$ cat src/rtl/uart_pkg.sv
// uart_pkg -- definitions shared by the UART receiver (uart_rx_cfg) and the
// transmitter that will sit beside it.
//   uart_state_e : frame state encoding (IDLE, START, DATA, PARITY, STOP)
//   PAR_*        : parity-mode constants for the PARITY parameter
//   parity_ok()  : checks a received parity bit against the data bits
package uart_pkg;

    typedef enum logic [2:0] {
        ST_IDLE   = 3'd0,
        ST_START  = 3'd1,
        ST_DATA   = 3'd2,
        ST_PARITY = 3'd3,
        ST_STOP   = 3'd4
    } uart_state_e;

    localparam int PAR_NONE = 0;
    localparam int PAR_ODD  = 1;
    localparam int PAR_EVEN = 2;

    // data_xor is the XOR of all data bits. Odd mode wants an odd total
    // count of ones across data plus parity, even mode an even count.
    function automatic logic parity_ok(input int mode, input logic data_xor,
                                       input logic par_bit);
        logic ones_odd;
        ones_odd = data_xor ^ par_bit;
        case (mode)
            PAR_ODD:  return ones_odd;
            PAR_EVEN: return !ones_odd;
            default:  return 1'b1;
        endcase
    endfunction

endpackage

$ cat src/rtl/uart_bit_sampler.sv
// uart_bit_sampler -- per-bit majority sampler for the UART receiver.
// Counts CLK_DIV cycles per bit and how many of them saw the line high.
//   clk      : clock, rising edge
//   rst      : asynchronous active-high reset
//   en       : count this cycle (a frame is in progress or starting)
//   rxs      : synchronised serial line
//   bit_done : last cycle of the current bit period
//   bit_val  : decided bit value, valid while bit_done is high
module uart_bit_sampler #(
    parameter int CLK_DIV = 286
) (
    input  logic clk,
    input  logic rst,
    input  logic en,
    input  logic rxs,
    output logic bit_done,
    output logic bit_val
);

    localparam int CNT_W  = $clog2(CLK_DIV);
    localparam int ONES_W = $clog2(CLK_DIV + 1);
    localparam logic [CNT_W-1:0]  CNT_LAST  = CNT_W'(CLK_DIV - 1);
    localparam logic [ONES_W-1:0] ONES_HALF = ONES_W'(CLK_DIV / 2);

    logic [CNT_W-1:0]  cnt_q, cnt_d;
    logic [ONES_W-1:0] ones_q, ones_d;
    logic [ONES_W-1:0] ones_sum;

    always_comb begin
        // The sample taken in the final cycle is included in the decision,
        // so the vote always covers exactly CLK_DIV samples.
        ones_sum = ones_q + {{(ONES_W-1){1'b0}}, rxs};
        bit_done = en && (cnt_q == CNT_LAST);
        bit_val  = (ones_sum > ONES_HALF);
        cnt_d    = cnt_q;
        ones_d   = ones_q;
        if (bit_done) begin
            cnt_d  = '0;
            ones_d = '0;
        end else if (en) begin
            cnt_d  = cnt_q + 1'b1;
            ones_d = ones_sum;
        end
    end

    always_ff @(posedge clk or posedge rst) begin
        if (rst) begin
            cnt_q  <= '0;
            ones_q <= '0;
        end else begin
            cnt_q  <= cnt_d;
            ones_q <= ones_d;
        end
    end

endmodule

$ cat src/rtl/uart_rx_cfg.sv
// uart_rx_cfg -- configurable UART receiver with a one-entry holding register.
//   clk        : clock, rising edge
//   rst        : asynchronous active-high reset
//   rx         : asynchronous serial line, idles high
//   data       : received word, LSB-aligned, upper bits zero
//   data_valid : holding register full
//   data_ready : consumer takes data while data_valid is high
//   frame_err  : one-cycle pulse, a stop bit sampled 0
//   parity_err : one-cycle pulse, parity mismatch
//   overrun    : one-cycle pulse, good frame dropped because register full
//   break_det  : one-cycle pulse, whole frame through first stop sampled 0
module uart_rx_cfg
    import uart_pkg::*;
#(
    parameter int CLK_DIV   = 286,
    parameter int DATA_BITS = 8,
    parameter int PARITY    = 0,
    parameter int STOP_BITS = 1
) (
    input  logic       clk,
    input  logic       rst,
    input  logic       rx,
    output logic [7:0] data,
    output logic       data_valid,
    input  logic       data_ready,
    output logic       frame_err,
    output logic       parity_err,
    output logic       overrun,
    output logic       break_det
);

    localparam logic [2:0] LAST_DATA = 3'(DATA_BITS - 1);

    logic        rx_meta_q, rxs_q;
    uart_state_e state_q, state_d;
    logic [2:0]  bit_idx_q, bit_idx_d;
    logic        stop_idx_q, stop_idx_d;
    logic [7:0]  shift_q, shift_d;
    logic        xor_q, xor_d;
    logic        zero_q, zero_d;
    logic        stop_err_q, stop_err_d;
    logic        par_err_q, par_err_d;
    logic        brk_wait_q, brk_wait_d;
    logic [7:0]  data_q, data_d;
    logic        dv_q, dv_d;
    logic        frame_err_q, frame_err_d;
    logic        parity_err_q, parity_err_d;
    logic        overrun_q, overrun_d;
    logic        break_q, break_d;

    logic start_det, smp_en, bit_done, bit_val;
    logic last_stop, stop_bad, brk_now;

    // Flops reset high so releasing reset never looks like a start bit.
    always_ff @(posedge clk or posedge rst) begin
        if (rst) begin
            rx_meta_q <= 1'b1;
            rxs_q     <= 1'b1;
        end else begin
            rx_meta_q <= rx;
            rxs_q     <= rx_meta_q;
        end
    end

    // After a break the line is still low; wait for it to return high before
    // arming start detection, otherwise the tail of the break would be taken
    // for a new frame.
    assign start_det = (state_q == ST_IDLE) && !rxs_q && !brk_wait_q;
    // The detection cycle is already cycle 0 of the start bit.
    assign smp_en    = (state_q != ST_IDLE) || start_det;

    uart_bit_sampler #(
        .CLK_DIV (CLK_DIV)
    ) u_sampler (
        .clk      (clk),
        .rst      (rst),
        .en       (smp_en),
        .rxs      (rxs_q),
        .bit_done (bit_done),
        .bit_val  (bit_val)
    );

    assign last_stop = (STOP_BITS == 1) || stop_idx_q;
    assign stop_bad  = stop_err_q || !bit_val;
    // Only the first stop bit takes part in break detection.
    assign brk_now   = stop_idx_q ? zero_q : (zero_q && !bit_val);

    always_comb begin
        state_d      = state_q;
        bit_idx_d    = bit_idx_q;
        stop_idx_d   = stop_idx_q;
        shift_d      = shift_q;
        xor_d        = xor_q;
        zero_d       = zero_q;
        stop_err_d   = stop_err_q;
        par_err_d    = par_err_q;
        brk_wait_d   = brk_wait_q;
        data_d       = data_q;
        dv_d         = dv_q && !data_ready;
        frame_err_d  = 1'b0;
        parity_err_d = 1'b0;
        overrun_d    = 1'b0;
        break_d      = 1'b0;

        case (state_q)
            ST_IDLE: begin
                if (rxs_q) begin
                    brk_wait_d = 1'b0;
                end
                if (start_det) begin
                    state_d    = ST_START;
                    bit_idx_d  = '0;
                    stop_idx_d = 1'b0;
                    shift_d    = '0;
                    xor_d      = 1'b0;
                    zero_d     = 1'b1;
                    stop_err_d = 1'b0;
                    par_err_d  = 1'b0;
                end
            end
            ST_START: begin
                if (bit_done) begin
                    state_d = bit_val ? ST_IDLE : ST_DATA;
                end
            end
            ST_DATA: begin
                if (bit_done) begin
                    shift_d[bit_idx_q] = bit_val;
                    xor_d  = xor_q ^ bit_val;
                    zero_d = zero_q && !bit_val;
                    if (bit_idx_q == LAST_DATA) begin
                        state_d = (PARITY != PAR_NONE) ? ST_PARITY : ST_STOP;
                    end else begin
                        bit_idx_d = bit_idx_q + 3'd1;
                    end
                end
            end
            ST_PARITY: begin
                if (bit_done) begin
                    par_err_d = !parity_ok(PARITY, xor_q, bit_val);
                    zero_d    = zero_q && !bit_val;
                    state_d   = ST_STOP;
                end
            end
            ST_STOP: begin
                if (bit_done) begin
                    if (!last_stop) begin
                        stop_idx_d = 1'b1;
                        stop_err_d = stop_bad;
                        zero_d     = brk_now;
                    end else begin
                        state_d = ST_IDLE;
                        if (brk_now) begin
                            break_d    = 1'b1;
                            brk_wait_d = 1'b1;
                        end else if (stop_bad) begin
                            frame_err_d = 1'b1;
                        end else if (par_err_q) begin
                            parity_err_d = 1'b1;
                        end else if (!dv_q || data_ready) begin
                            data_d = shift_q;
                            dv_d   = 1'b1;
                        end else begin
                            overrun_d = 1'b1;
                        end
                    end
                end
            end
            default: state_d = ST_IDLE;
        endcase
    end

    always_ff @(posedge clk or posedge rst) begin
        if (rst) begin
            state_q      <= ST_IDLE;
            bit_idx_q    <= '0;
            stop_idx_q   <= 1'b0;
            shift_q      <= '0;
            xor_q        <= 1'b0;
            zero_q       <= 1'b0;
            stop_err_q   <= 1'b0;
            par_err_q    <= 1'b0;
            brk_wait_q   <= 1'b0;
            data_q       <= 8'h00;
            dv_q         <= 1'b0;
            frame_err_q  <= 1'b0;
            parity_err_q <= 1'b0;
            overrun_q    <= 1'b0;
            break_q      <= 1'b0;
        end else begin
            state_q      <= state_d;
            bit_idx_q    <= bit_idx_d;
            stop_idx_q   <= stop_idx_d;
            shift_q      <= shift_d;
            xor_q        <= xor_d;
            zero_q       <= zero_d;
            stop_err_q   <= stop_err_d;
            par_err_q    <= par_err_d;
            brk_wait_q   <= brk_wait_d;
            data_q       <= data_d;
            dv_q         <= dv_d;
            frame_err_q  <= frame_err_d;
            parity_err_q <= parity_err_d;
            overrun_q    <= overrun_d;
            break_q      <= break_d;
        end
    end

    assign data       = data_q;
    assign data_valid = dv_q;
    assign frame_err  = frame_err_q;
    assign parity_err = parity_err_q;
    assign overrun    = overrun_q;
    assign break_det  = break_q;

endmodule

$ cat config.mk
export PLATFORM = sky130hd
export DESIGN_NAME = uart_rx_cfg
export DESIGN_NICKNAME = d
export VERILOG_FILES = /design/src/rtl/uart_pkg.sv /design/src/rtl/uart_bit_sampler.sv /design/src/rtl/uart_rx_cfg.sv
export SDC_FILE = /design/constraint.sdc
export NUM_CORES = 1
export LEC_CHECK = 0
export BUFFER_PORTS_ARGS = -buffer_cell sky130_fd_sc_hd__buf_2
export CORE_MARGIN = 3
export CORE_UTILIZATION = 50
export CTS_CLUSTER_DIAMETER = 80
export DETAILED_ROUTE_END_ITERATION = 7
export PLACE_DENSITY = 0.68
export RECOVER_POWER = 25
export SYNTH_ARGS = -nofsm -noshare
export SYNTH_HDL_FRONTEND = slang
export SYNTH_SLANG_ARGS = --single-unit
$ cat constraint.sdc
create_clock -name clk -period 3.1 [get_ports clk]
set_input_delay 0.62 -clock clk [delete_from_list [all_inputs] [get_ports clk]]
set_output_delay 0.62 -clock clk [all_outputs]
set_load 0.01 [all_outputs]
==> run metrics, run 1 <==
TNS Setup 0 ns; Worst-path clk slew 0.09 ns; status complete, but fails checks; sequential cell area fraction in the yosys report 50.8%; Netlist cell types 51; Reg2Reg Depth 7; min Tclk post-route 2.76 ns; drt drc 0; M3 GR Usage 4.01%; number of core rows 24; Sink Count 48; total grt overflow 0; Register Area 0.00120 mm^2; postcts setup bufs 0; leak pwr 1.15 nW; Post-Layout Cell Count 286; Area Growth Syn to Fin 9.51%; Synth top area share 48.6%; Initial Utilization 52.9%; Pwr Total 0.00134 W; Post-DP Area 0.00248 mm^2; Max Cap Viol 1; Reg-to-Reg Start rxs_q$_DFF_PP1_; Routed Antenna Nets 0; Mapped Cells 217; Final nets 243; IR drop worst, VDD 339 uV; post-synthesis register bit count 48; WHS Endpoint rxs_q$_DFF_PP1_; violated checks max-capacitance violations, max-slew violations; Most Used Layer, Global Route met2; Rel. slew slack -17.7%; FF-to-FF End shift_q[3]$_DFFE_PP0P_; Hold Vio Cnt, Final 0; DRT iter0 DRCs 92; Placer Congestion 0.853; global-route wire length before repair 7.92 mm; Hold Path Origin rx_meta_q$_DFF_PP1_; final instance area 0.00259 mm^2; Max Clock Skew 0.00626 ns; Multi-input gate area 0.00111 mm^2; initial antenna violation count 0; count leader, synth dfrtp_1; DPL Wire Length 3.02 mm; TritonCTS clock tree yes; Die W 74.8 um; number of gates resized after cts 0; Yosys top cell by area dfrtp_1; Async SR Flop Fraction 100%; CP arrival 2.89 ns; drt wl/cell 15.5 um; met1 Usage GRT 26.7%; DRT Pass-1 Iters 4; num ports 17; Setup crit end kind register; max incr delay on CP 0.70 ns; CP Data Required Time 3.23 ns; crit path max-delay cell type nor2_1; max-slew violations 49; core box area 0.00447 mm^2; Longest Clk Path Bufs 2; Root Driver clkbuf_8; synthesized cell area 0.00237 mm^2; met2 Resource Use GR 27.8%; H-tree levels 2; CP Max Fanout 14; Clk Latency, worst-skew pair 0.30 ns; die height 74.8 um; EDFF count, synth 0; TritonCTS Buffers 5; crit-path most repeated cell ha_1; RSZ-0062 raised after global routing no; n_diodes 0; layout cells sized above 1 20.5%; Synth Flop Type dfrtp_1; hold bufs inserted after CTS 0; Worst setup SP type register; worst hold path class register to register; Buffers on Ports 15; DRT Wirelength 4.42 mm; critical-path cell list ha_1 -> ha_1 -> nand4_1 -> o21ai_0 -> a31oi_4 -> nor2_1 -> a311oi_1; Tightest Pin Transition 1.76 ns; final setup vio count 0; Synth Net Count 227; PwrDens 518 mW/mm^2; Filler cells 386; number of global-route vias before repair 1,653; Max Freq 362 MHz; crit path kind register to register; yosys warns 0; worst reg-to-reg setup slack 0.34 ns; Worst path top cell family by delay simple AND/OR/NAND/NOR gates; Via-to-Cell Ratio 5.94; pin count of the biggest net entering global routing 49; Final Cycle Share 89.2%; Area contributors post-synth dfrtp_1 (49%), mux2_2 (3.8%), ha_1 (3.2%), a311oi_1 (3.0%), nand2_1 (2.9%); vias 1,698; Total GRT Usage 18.3%; worst hold path depth 0; Buffers & Inverters on Critical Path 0; Synth top cells by count dfrtp_1 (46), nand2_1 (18), nor2_1 (16); syn avg cell area 10.9 um^2; die area 0.00560 mm^2; Inst Count DP 278
power breakdown:
group | internal (W) | switching [W]
Clock | 0.000243 | 0.000225
Combinational | 0.0000660 | 0.0000748
Sequential | 0.000670 | 0.0000649
Total | 0.000979 | 0.000364
placed cells by master, fill, tap and decap left out, types with 2 or more instances in the layout:
cell type,n
nor2b_1,4
a32o_1,2
a22o_1,3
nand2b_1,4
ha_1,6
or3_1,3
buf_2,15
nor3_1,3
inv_1,3
a21oi_1,11
o21ai_0,12
nand2_1,18
a31oi_1,2
o22ai_1,2
a311oi_1,8
dfrtp_1,46
o31ai_1,2
and2_1,2
nand3_1,7
nor2_4,2
o21ai_1,3
and3_1,5
dfstp_2,2
mux2_2,8
clkbuf_8,5
xnor2_1,2
nor2_1,16
nand4_1,5
xor2_1,6
a41oi_1,2
buf_4,2
cell families after synthesis:
kind of cell    after synthesis  share of synthesized area (%)
compound gates               57                           18.4
other cells                   1                          0.158
flops                        48                           50.8
mux                           8                           3.81
xor+xnor                      8                           2.96
buf+inv                      11                           2.38
simple gates                 78                           18.2
fa+ha+maj                     6                           3.17
state kept, by name (all words and copies together) (netlist names):
register          count
data                  8
break_det             1
shift_q               8
u_sampler.cnt_q       9
brk_wait_q            1
bit_idx_q             3
data_valid            1
frame_err             1
u_sampler.ones_q      9
rxs_q                 1
zero_q                1
state_q               3
overrun               1
rx_meta_q             1
stage by stage:
| stage | setup WS [ns] | utilization [%] | hold slack, ns |
|---|---|---|---|
| floorplan | 0.802 | - | 0.345 |
| global placement | 0.450 | 55.4 | 0.356 |
| detailed placement | 0.404 | 55.4 | 0.358 |
| CTS | 0.358 | 57.9 | 0.370 |
| global route | 0.103 | 57.9 | 0.378 |
| finish | 0.336 | 57.9 | 0.371 |
worst max-delay path by stage:
stage	depth (start not counted)	slack, ns	start	to
floorplan	7	0.80	rxs_q$_DFF_PP1_	data[0]$_DFFE_PP0P_
finish	7	0.34	rxs_q$_DFF_PP1_	shift_q[3]$_DFFE_PP0P_
CTS	7	0.36	rxs_q$_DFF_PP1_	shift_q[5]$_DFFE_PP0P_
global placement	7	0.45	rxs_q$_DFF_PP1_	shift_q[3]$_DFFE_PP0P_
global route	7	0.10	rxs_q$_DFF_PP1_	shift_q[3]$_DFFE_PP0P_
detailed placement	7	0.40	rxs_q$_DFF_PP1_	data_valid$_DFF_PP0_
cell type report:
type | count | area share [%]
Sequential cell | 48 | 46.4
Multi-Input combinational cell | 158 | 42.7
Timing Repair Buffer | 17 | 3.47
Clock buffer | 5 | 2.65
Tap cell | 52 | 2.51
Clock inverter | 3 | 1.79
Inverter | 3 | 0.434
routing by layer:
metal | vias up | share of wire [%]
met3 | 2 | 2.9
met1 | 833 | 52
met4 | 0 | 0.57
met2 | 32 | 45
met5 | - | 0
li1 | 831 | -
(Power assumes the default switching activity.)
==> inputs of run 2 (changes only) <==
==> constraint.sdc (replaced) <==
create_clock -name clk -period 2.85 [get_ports clk]
set_input_delay 0.57 -clock clk [delete_from_list [all_inputs] [get_ports clk]]
set_output_delay 0.57 -clock clk [all_outputs]
set_load 0.01 [all_outputs]
==> run 2 against run 1 <==
Effect of this change: the flow still finishes with violations (max-capacitance violations, max-slew violations); clock skew up 0.0088 ns; via count down 1.5%; register-to-register slack about the same.
==> run metrics, run 2 (same netlist as run 1, synthesis figures left out) <==
Final Cycle Share 88.0% (-1.1 points); status complete, but fails checks; Logic pwr share 11.1% (+0.6 points); final worst slack 0.341 ns (+0.00457 ns); CP arrival 2.70 ns (-0.19 ns); TritonCTS clock tree yes; num ports 17 (unchanged); leak pwr 1.14 nW (-1.2%); FF-to-FF End data[2]$_DFFE_PP0P_; Post-DP Area 0.00248 mm^2 (unchanged); Reg-to-Reg Start rxs_q$_DFF_PP1_; layout cells sized above 1 20.9% (+0.43 points); Max Clock Skew 0.0151 ns (+0.00885 ns); Placer Congestion 0.837 (-1.9%); number of global-route vias before repair 1,600 (-3.2%); PwrDens 529 mW/mm^2 (+2.2%); final instance area 0.00257 mm^2 (-0.77%); Buffers on Ports 15 (unchanged); global-route wire length before repair 7.53 mm (-5.0%); Worst setup SP type register; number of core rows 24 (unchanged); Clk Latency, worst-skew pair 0.30 ns (about the same); IR drop worst, VDD 313 uV (-7.6%); P_sw 0.000388 W (+6.5%); internal cell power 0.000974 W (-0.49%); Area Growth Syn to Fin 8.67%; worst reg-to-reg setup slack 0.34 ns (about the same); CP Data Required Time 3.04 ns (-0.19 ns); Die W 74.8 um (unchanged); CP Max Fanout 8 (-6); Crit. Startpoint rxs_q$_DFF_PP1_; crit-path most repeated cell ha_1; most frequent cells in the layout dfrtp_1 (46), nand2_1 (18), nor2_1 (15), buf_2 (15), o21ai_0 (12); max-slew violations 49 (unchanged); Via-to-Cell Ratio 5.85 (-1.5%); Worst-path clk slew 0.09 ns (about the same); Tightest Pin Transition 1.78 ns (+0.0159 ns); die height 74.8 um (unchanged); vias 1,673 (-1.5%); die area 0.00560 mm^2 (unchanged); Final nets 243 (unchanged); Max Cap Viol 1 (unchanged); Rel. slew slack -18.7% (-1.1 points); Clk pwr share 30.3% (-4.5 points); critical-path cell list ha_1 -> ha_1 -> nand4_1 -> o21ai_0 -> a31oi_4 -> o211ai_4 -> mux2_2; initial antenna violation count 0 (unchanged); Routed Antenna Nets 0 (unchanged); worst hold path depth 0 (unchanged); TritonCTS Buffers 5 (unchanged); worst hold path class register to register; Total GRT Usage 17.4% (-0.95 points); H-tree levels 2 (unchanged); total grt overflow 0 (unchanged); DRT iter0 DRCs 182 (+98%); drt drc 0 (unchanged); Hold Path Origin rx_meta_q$_DFF_PP1_; drt wl/cell 14.9 um (-3.3%); violated checks max-capacitance violations, max-slew violations; Initial Utilization 52.9% (unchanged); final setup vio count 0 (unchanged); Longest Clk Path Bufs 2 (unchanged); WHS Endpoint rxs_q$_DFF_PP1_; post-route core utilization 57.5% (-0.45 points); max incr delay on CP 0.56 ns (-0.14 ns); hold bufs inserted after CTS 0 (unchanged); Max Freq 399 MHz (+10%); pin count of the biggest net entering global routing 49 (unchanged); Reg2Reg Depth 7 (unchanged); DRT Wirelength 4.27 mm (-3.3%); crit path kind register to register; Hold Vio Cnt, Final 0 (unchanged); TNS Setup 0 ns (unchanged); Setup crit end kind register; DPL Wire Length 2.95 mm (-2.5%); most common cell after layout, fill and taps aside dfrtp_1; pre-CTS WS 0.133 ns (-0.271 ns); part of the power in registers 58.6% (+3.9 points); Pwr Total 0.00136 W (+1.4%); core box area 0.00447 mm^2 (unchanged); crit path max-delay cell type dfstp_2; RSZ-0062 raised after global routing no; Largest regs u_sampler.cnt_q (9), u_sampler.ones_q (9); Net Sw Frac 28.5% (+1.4 points); Sink Count 48 (unchanged); n_diodes 0 (unchanged); postcts setup bufs 0 (unchanged); Root Driver clkbuf_8; DRT Pass-1 Iters 4 (unchanged); min Tclk post-route 2.51 ns (-0.255 ns)
[run 2: cell count changes in the layout (fill, tap and decap cells not counted)]
cell,before,now
bufinv_16,1,0
clkinv_4,0,1
clkinvlp_4,1,2
inv_6,1,0
nor2_1,16,15
nor2_2,0,1
[run 2: through the flow]
step / instances / hold slack [ns]
4_1_cts: 286 / 0.360
3_5_place_dp: 278 / 0.352
3_3_place_gp: 278 / 0.353
5_1_grt: 286 / 0.360
6_report: 286 / 0.362
2_1_floorplan: 217 / 0.345
[run 2: how the worst max path moves through the flow]
stage / slack [ns] / endpoint / cells past startpoint
floorplan: 0.55 / data[0]$_DFFE_PP0P_ / 7
global placement: 0.19 / shift_q[3]$_DFFE_PP0P_ / 7
detailed placement: 0.13 / shift_q[3]$_DFFE_PP0P_ / 7
CTS: 0.15 / shift_q[1]$_DFFE_PP0P_ / 7
global route: 0.17 / shift_q[6]$_DFFE_PP0P_ / 7
finish: 0.34 / data[2]$_DFFE_PP0P_ / 7
[run 2: power by group through the flow]
stage	clock (W)	sequential, W	combinational (W)
after floorplan	0	0.000772	0.000162
after global placement	0	0.000809	0.000150
after detailed placement	0	0.000810	0.000151
after CTS	0.000428	0.000797	0.000154
after global routing	0.000458	0.000814	0.000173
final	0.000413	0.000798	0.000151
[run 2: worst max-delay path: cells and delay by family (launching register included)]
kind,cells,cell delay [ns]
muxes,1,0.38
AOI/OAI and AO/OA,3,0.85
DFF,1,0.56
and+or+nand+nor,1,0.18
adders and majority gates,2,0.44
[run 2: area by class of cell]
cell class | instances | area (um^2)
Clock buffer | 5 | 68.8
Clock inverter | 3 | 23.8
Fill cell | 406 | 1900
Inverter | 3 | 11.3
Multi-Input combinational cell | 158 | 1110
Sequential cell | 48 | 1200
Tap cell | 52 | 65.1
Timing Repair Buffer | 17 | 90.1
[run 2: repair_timing]
action / CTS / global route
resized for setup: 0 / 1
hold endpoints to repair: 0 / 0
setup endpoints to repair: 0 / 14
[run 2: per-layer routing]
layer  track usage [%]  vias up  wire length [um]
met5                 0        -                 0
met4              4.55        0                45
met3              4.14        4                95
met2              25.3       16              1840
met1              26.0      822              2290
li1                  -      831                 -
